`src/rtl/packet_channel_fifo.sv`:
```
// Packet FIFO with per-channel drop mask, saturating drop counter and an
// optional output transform (payload + 1, channel inverted). Strict FIFO
// order across channels, no bypass: a stored packet is visible the cycle
// after its push at the earliest.
module packet_channel_fifo #(
    parameter int unsigned PAYLOAD_W = 8,
    parameter int unsigned CH_W      = 2,
    parameter int unsigned DEPTH     = 4,
    parameter int unsigned XFORM     = 1
) (
    input  logic                         clk,
    input  logic                         rst,
    input  logic                         in_valid,
    output logic                         in_ready,
    input  logic [PAYLOAD_W-1:0]         in_payload,
    input  logic [CH_W-1:0]              in_channel,
    input  logic [(1 << CH_W)-1:0]       ch_mask,
    input  logic                         flush,
    output logic                         out_valid,
    input  logic                         out_ready,
    output logic [PAYLOAD_W-1:0]         out_payload,
    output logic [CH_W-1:0]              out_channel,
    output logic [$clog2(DEPTH+1)-1:0]   count,
    output logic [15:0]                  drop_count
);

    localparam int unsigned PTR_W = (DEPTH > 1) ? $clog2(DEPTH) : 1;
    localparam int unsigned CNT_W = $clog2(DEPTH + 1);

    typedef struct packed {
        logic [PAYLOAD_W-1:0] payload;
        logic [CH_W-1:0]      channel;
    } entry_t;

    // Storage is deliberately left unreset; it is only visible while count != 0.
    entry_t             mem_q [DEPTH];

    logic [PTR_W-1:0]   wr_ptr_q, wr_ptr_d;
    logic [PTR_W-1:0]   rd_ptr_q, rd_ptr_d;
    logic [CNT_W-1:0]   count_q,  count_d;
    logic [15:0]        drop_q,   drop_d;

    logic               push_c;
    logic               masked_c;
    logic               store_c;
    logic               pop_c;
    entry_t             head_c;

    // Handshake decode: ready looks only at registered fill level and flush.
    always_comb begin
        in_ready  = (count_q < CNT_W'(DEPTH)) && !flush;
        out_valid = (count_q != '0);
        push_c    = in_valid && in_ready;
        masked_c  = ch_mask[in_channel];
        store_c   = push_c && !masked_c;
        pop_c     = out_valid && out_ready && !flush;
    end

    // Next-state for pointers, fill level and drop counter; flush wins over pop.
    always_comb begin
        wr_ptr_d = wr_ptr_q;
        rd_ptr_d = rd_ptr_q;
        count_d  = count_q;
        drop_d   = drop_q;

        if (flush) begin
            wr_ptr_d = '0;
            rd_ptr_d = '0;
            count_d  = '0;
        end else begin
            if (store_c) begin
                wr_ptr_d = wr_ptr_q + PTR_W'(1);
            end
            if (pop_c) begin
                rd_ptr_d = rd_ptr_q + PTR_W'(1);
            end
            case ({store_c, pop_c})
                2'b10:   count_d = count_q + CNT_W'(1);
                2'b01:   count_d = count_q - CNT_W'(1);
                default: count_d = count_q;
            endcase
            if (push_c && masked_c && (drop_q != 16'hFFFF)) begin
                drop_d = drop_q + 16'd1;
            end
        end
    end

    // Control state register; reset overrides flush, push and pop.
    always_ff @(posedge clk) begin
        if (rst) begin
            wr_ptr_q <= '0;
            rd_ptr_q <= '0;
            count_q  <= '0;
            drop_q   <= '0;
        end else begin
            wr_ptr_q <= wr_ptr_d;
            rd_ptr_q <= rd_ptr_d;
            count_q  <= count_d;
            drop_q   <= drop_d;
        end
    end

    // Packet storage write; mask is sampled here only, never re-applied later.
    always_ff @(posedge clk) begin
        if (store_c && !rst) begin
            mem_q[wr_ptr_q] <= '{payload: in_payload, channel: in_channel};
        end
    end

    // Head presentation: zero when empty, optionally transformed when valid.
    always_comb begin
        head_c      = mem_q[rd_ptr_q];
        out_payload = '0;
        out_channel = '0;
        if (out_valid) begin
            if (XFORM != 0) begin
                out_payload = head_c.payload + PAYLOAD_W'(1);
                out_channel = ~head_c.channel;
            end else begin
                out_payload = head_c.payload;
                out_channel = head_c.channel;
            end
        end
    end

    assign count      = count_q;
    assign drop_count = drop_q;

endmodule

```
`config.mk`:
```
export PLATFORM = sky130hd
export DESIGN_NAME = packet_channel_fifo
export DESIGN_NICKNAME = d
export VERILOG_FILES = /design/src/rtl/packet_channel_fifo.sv
export SDC_FILE = /design/constraint.sdc
export NUM_CORES = 1
export LEC_CHECK = 0
export BUFFER_PORTS_ARGS = -buffer_cell sky130_fd_sc_hd__buf_2
export CORE_MARGIN = 5
export CORE_UTILIZATION = 55
export CTS_BUF_LIST = sky130_fd_sc_hd__clkbuf_4
export CTS_CLUSTER_DIAMETER = 50
export CTS_CLUSTER_SIZE = 40
export DETAILED_ROUTE_END_ITERATION = 16
export PLACE_DENSITY = 0.78
export REMOVE_ABC_BUFFERS = 1
export SKIP_LAST_GASP = 1
export SLEW_MARGIN = 10
export SYNTH_ARGS = -nofsm -noshare
export SYNTH_HDL_FRONTEND = slang
export SYNTH_SLANG_ARGS = --single-unit
```
`constraint.sdc`:
```
create_clock -name clk -period 3.9 [get_ports clk]
set_input_delay 0.585 -clock clk [delete_from_list [all_inputs] [get_ports clk]]
set_output_delay 0.585 -clock clk [all_outputs]
set_load 0.01 [all_outputs]
```
; Word level (Yosys, flattened, before mapping)
; Memory sizes are Yosys's and may differ from the RTL's. A register that Yosys moved wholly into a read port is not among the register bits.
; Index checks and enable logic that the tools add are counted.
[op_classes]
addsub = 6
mul = 0
div_mod_pow = 0
n_lt_le_gt_ge = 2
eq_ne = 3
shifts = 0
mux = 9
bitwise_logic = 2
n_reduce_logical = 15
[op_table]
columns = op, count
row1 = 16-bit by 1-bit adder with 16-bit output (second input constant), 1
row2 = 16-bit inequality test (second input constant), 1
row3 = 8-bit by 1-bit adder with 8-bit output (second input constant), 1
row4 = 1-bit logical AND, 8
row5 = 8-bit 2-to-1 mux, 1
row6 = 2-bit 2-to-1 mux, 3
row7 = 3-bit one-hot mux with 2 select lines, 1
row8 = 2-bit by 1-bit adder with 2-bit output (second input constant), 2
row9 = 3-bit by 1-bit adder with 3-bit output (second input constant), 1
row10 = 1-bit zero test, 3
row11 = 2-bit by 3-bit < comparator with 1-bit output (second input constant), 1
row12 = 3-bit < comparator (second input constant), 1
row13 = 1-bit 2-to-1 mux, 3
row14 = 3-bit nonzero test, 1
row15 = 3-bit by 1-bit subtractor with 3-bit output (second input constant), 1
row16 = 1-bit binary-select mux with 2-bit select, 1
row17 = 2-bit by 1-bit equality test with 1-bit output (second input constant), 1
row18 = 2-bit equality test (second input constant), 1
row19 = 2-bit NOT, 1
row20 = 2-bit AND reduction, 1
row21 = 2-bit nonzero test, 1
row22 = 2-bit OR reduction, 1
row23 = 1-bit NOT, 1
[totals]
register_bits = 23
latch_bits = 0
ram_bits = 40
romBits = 0
in_bits = 19
out_inout_bits = 31
word_cells = 42
mem_count = 1
[memory_table]
columns = memory, depth, word_bits, rd, rd_ports_with_merged_regs, wr, line_no
row1 = mem_q, 4, 10, 1, 1, 1, 36  ; entry_t mem_q [DEPTH];

; Logic depth before layout (Yosys ltp)
[depth]
word_depth = 7
depth_mapped = 8
depth_no_buf = 8

; Least setup slack after synthesis
; Ideal clock, no wire load.
[synth_path]
kind = input -> register
startpoint = in in_channel[0]
endpoint = reg count_q[2] (netlist: count[2])
setup_ns = 0.070
arrival_time_ns = 2.595
required_time_ns = 3.830
setup_slack_ns = 1.235
path_stages = 8
n_path_buf = 0
path_cell_list = mux4_2 > nor2b_1 > inv_1 > ha_1 > fa_1 > xnor2_1 > or3_1 > a21oi_1
[synth_via]
elab_chain_cells = 6
elab_cells_between_ends = 8
cone_classes = eq/ne (2) / mux (3) / reduce/logical (3)
[synth_rtl]
columns = item, line_no
row1 = "start, declared", 16  ; input logic [CH_W-1:0] in_channel,
row2 = 1-bit binary-select mux with 2-bit select (*), 54  ; masked_c = ch_mask[in_channel];
row3 = 1-bit 2-to-1 mux (not written as such) (*), 54
row4 = 1-bit zero test (*), 55  ; store_c = push_c && !masked_c;
row5 = 1-bit logical AND (*), 55
row6 = 2-bit by 1-bit equality test with 1-bit output / 2-bit equality test (equally long branches), 77  ; case ({store_c, pop_c})
row7 = 3-bit one-hot mux with 2 select lines / 2-bit nonzero test (equally long branches), --
row8 = "end signal, assigned", 98  ; count_q <= count_d;
row9 = "end, declared", 40  ; logic [CNT_W-1:0] count_q, count_d;
; Every way passes the cells marked *; elsewhere a longest branch is shown, timed or not. The select of a mux whose other input is x is not followed.
; A chain may end at the register's enable or synchronous reset.

==> reports/results.tsv <==
stage	metric	value	unit
routing	Routed Antenna Nets	0	
pwr	Peak VDD IR	277	uV
synth	top-count cell post-synth	edfxtp_1	
final_layout	Area Growth Syn to Fin	14.5	%
clock_tree	Clock Latency Late Sink	0.40	ns
worst_hold_path	Worst Hold Endpoint	mem_q[1][6]	
worst_setup_path	Critical Path AT	2.60	ns
worst_setup_path	Critical R2R Launch	count[2]	
timing	Final min period	3.19	ns
clock_tree	CTS sink count	65	
job	Max Cap Violations	0	
worst_hold_path	Worst Hold Class	input pin to flop	
floorplanning	height of the die	85.1	um
final_layout	area used by multi-input combinational logic	1330	sq um
worst_setup_path	Worst Reg2Reg Path Length in Cells	8	
pwr	Power Total	1310	uW
clock_tree	cts bufs inserted	9	
status	status	finished clean	
global_route	largest net degree at the start of global routing	31	
final_layout	FF+latch area	1700	sq um
clock_tree	CTS Hold Buffers Added	0	
synth	Synth Area in Adders	0.0347	
synth	FFs w/ async S/R, synth	0	
synth	ys flop type	edfxtp_1	
clock_tree	CTS tree	built	
synth	list of most frequent post-synthesis cells	edfxtp_1, dfxtp_1, nor2_1	
timing	fin. max-slew vios	0	
routing	routed wire length per instance	16.2	um
clock_tree	cts repair resizes	0	
worst_setup_path	critical path type	flop to primary output	
timing	clk_skew	0.0121	ns
pwr	Leak	0.00133	uW
final_layout	antenna cells	0	
routing	DRC	0	
timing	final setup TNS	0	ns
timing	FMAX	314	MHz
worst_hold_path	WHS Path Cells	1	
synth	area fraction of the dominant cell type after synthesis	0.387	
final_layout	filler cell count	429	
clock_tree	Worst-path clk slew	0.11	ns
floorplanning	Ports	50	
floorplanning	initial core utilization	0.564	
floorplanning	Core ar.	5510	sq um
routing	drt total wl	6010	um
clock_tree	post-CTS setup buffers	0	
final_layout	layout cells sized above 1	0.291	
synth	top post-synthesis cells by area	edfxtp_1, dfxtp_1, mux4_1	
final_layout	post-route insts no fill	371	
place	Placer Congestion	0.815	
global_route	via count of the first global-routing pass	1974	
worst_setup_path	CP Launch Type	flop	
synth	post-synthesis register bit count	65	
place	dpl cells	355	
worst_setup_path	worst r2r dst	count[2]	
routing	vias	2153	
synth	Post-Synth XOR/XNOR Area	0.0226	
worst_setup_path	R2R Setup Slk	1.48	ns
synth	Post-synth EDFFs	40	
global_route	gr ovfl total	0	
routing	via/cell ratio	5.80	
floorplanning	Die ar.	7250	sq um
synth	sequential-to-total area share from yosys stat	0.548	
global_route	initial antenna violation count	0	
synth	Post-Synth Simple-Gate Area	0.181	
routing	drt pass-1 iters	4	
synth	Cells after Synth	243	
pwr	Pwr Density	369	nW/um^2
floorplanning	FP Rows	27	
global_route	global-route wire length before repair	9710	um
clock_tree	maximum buffer depth of the clock tree	2	
synth	Post-Syn Area	3100	sq um
timing	final-report setup violation count	0	
timing	Final Cycle Share	0.817	
synth	Synth Area per Inst	12.8	sq um
clock_tree	htree depth	3	
worst_setup_path	critical path fanouts, max	10	
timing	RSZ-0062 raised after global routing	false	
timing	final hold violations	0	
timing	Slew @ Worst Pin	0.626	ns
synth	post-synthesis mux area share	0.130	
final_layout	Nets	321	
floorplanning	die width	85.1	um
synth	Netlist cell types	47	
worst_hold_path	worst hold start	in_payload[4]	
worst_setup_path	CP endpoint kind	primary output	
timing	relative max-transition margin	0.582	
synth	largest area contributor in the netlist	edfxtp_1	
synth	YS warnings	0	
synth	complex-gate fraction of the synthesized area	0.0593	
synth	largest family of logic cells by synthesized area	simple AND/OR/NAND/NOR gates	
final_layout	fin util	0.645	
worst_setup_path	Data required, critical path	3.31	ns
place	IO Port Bufs	49	
clock_tree	Clock Tree Root	clkbuf_4	
routing	DRT iter0 DRCs	98	
global_route	Total GRT Usage	0.173	
place	dpl hpwl	4290	um
==> registers in the layout, summed over array words and instances, names as in the netlist, named ones only <==
name	count
mem_q	40
wr_ptr_q	2
drop_count	16
rd_ptr_q	2
count	3
==> cell families after synthesis <==
family                   count (synthesis)
AO/OA/AOI/OAI                           28
XOR/XNOR                                 8
adder cells (fa/ha/maj)                  8
buffers and inverters                   15
flip-flops                              65
multiplexers                            23
AND/OR/NAND/NOR                         96
==> worst max-delay path by stage <==
stage	endpoint	slack, ns	from
floorplan	count[2]	1.24	in_channel[0]
global placement	count[2]	1.00	in_channel[0]
detailed placement	count[2]	0.91	in_channel[0]
CTS	out_payload[6]	0.67	flop
global route	out_payload[6]	0.47	flop
finish	out_payload[6]	0.71	flop
==> placed cells by master, fill, tap and decap left out, types with 2 or more instances in the layout <==
cell and instances:
mux4_1 6, and3_1 4, buf_2 49, nor3_1 2
o21ai_0 5, nor2_1 25, nand2b_1 4, nand2_1 7
dfxtp_1 25, nand4_1 8, o31ai_1 2, nor4_1 2
or4_1 3, mux2i_1 2, or3_1 4, a211oi_1 6
mux2_2 9, and2_1 7, xor2_1 3, edfxtp_1 40
inv_1 5, xnor2_1 5, mux4_2 5, nand3_1 8
bufinv_16 2, and4_1 2, a21oi_1 10, clkbuf_4 11
nor2b_1 11, ha_1 7
==> report_power, final <==
group | leakage [uW] | switching (uW) | total (uW) | internal (uW)
combinational | 0.000684 | 35.7 | 60.1 | 24.4
sequential | 0.000562 | 3.22 | 735 | 732
clock | 0.0000871 | 240 | 514 | 275
==> cell type report <==
type	instances	area share
Clock inverter	5	0.0229
Inverter	5	0.00528
Multi-Input combinational cell	163	0.373
Tap cell	72	0.0254
Sequential cell	65	0.479
Timing Repair Buffer	50	0.0711
Clock buffer	11	0.0232
==> critical path, stage by stage, from the launching register on <==
cell	delay, ns
dfxtp_1	0.73
mux4_1	0.75
ha_1	0.27
inv_1	0.08
o21ai_0	0.09
a21oi_1	0.14
buf_2	0.15
==> layer usage <==
metal / up-vias / routed length [um] / part of all wire / GRT usage
met5: - / 0 / 0 / 0
met4: 0 / 114 / 0.019 / 0.0734
met3: 10 / 379 / 0.063 / 0.0524
met2: 77 / 2740 / 0.46 / 0.261
met1: 1036 / 2780 / 0.46 / 0.233
li1: 1030 / - / - / -
==> through the flow <==
step | area [sq um] | hold slack [ns] | setup WS, ns
2_1_floorplan | 3050 | 0.469 | 1.24
3_3_place_gp | 3390 | 0.488 | 1.00
3_5_place_dp | 3390 | 0.515 | 0.915
4_1_cts | 3550 | 0.370 | 0.671
5_1_grt | 3550 | 0.356 | 0.470
6_report | 3550 | 0.394 | 0.714
Power figures use the tool's default switching activity.
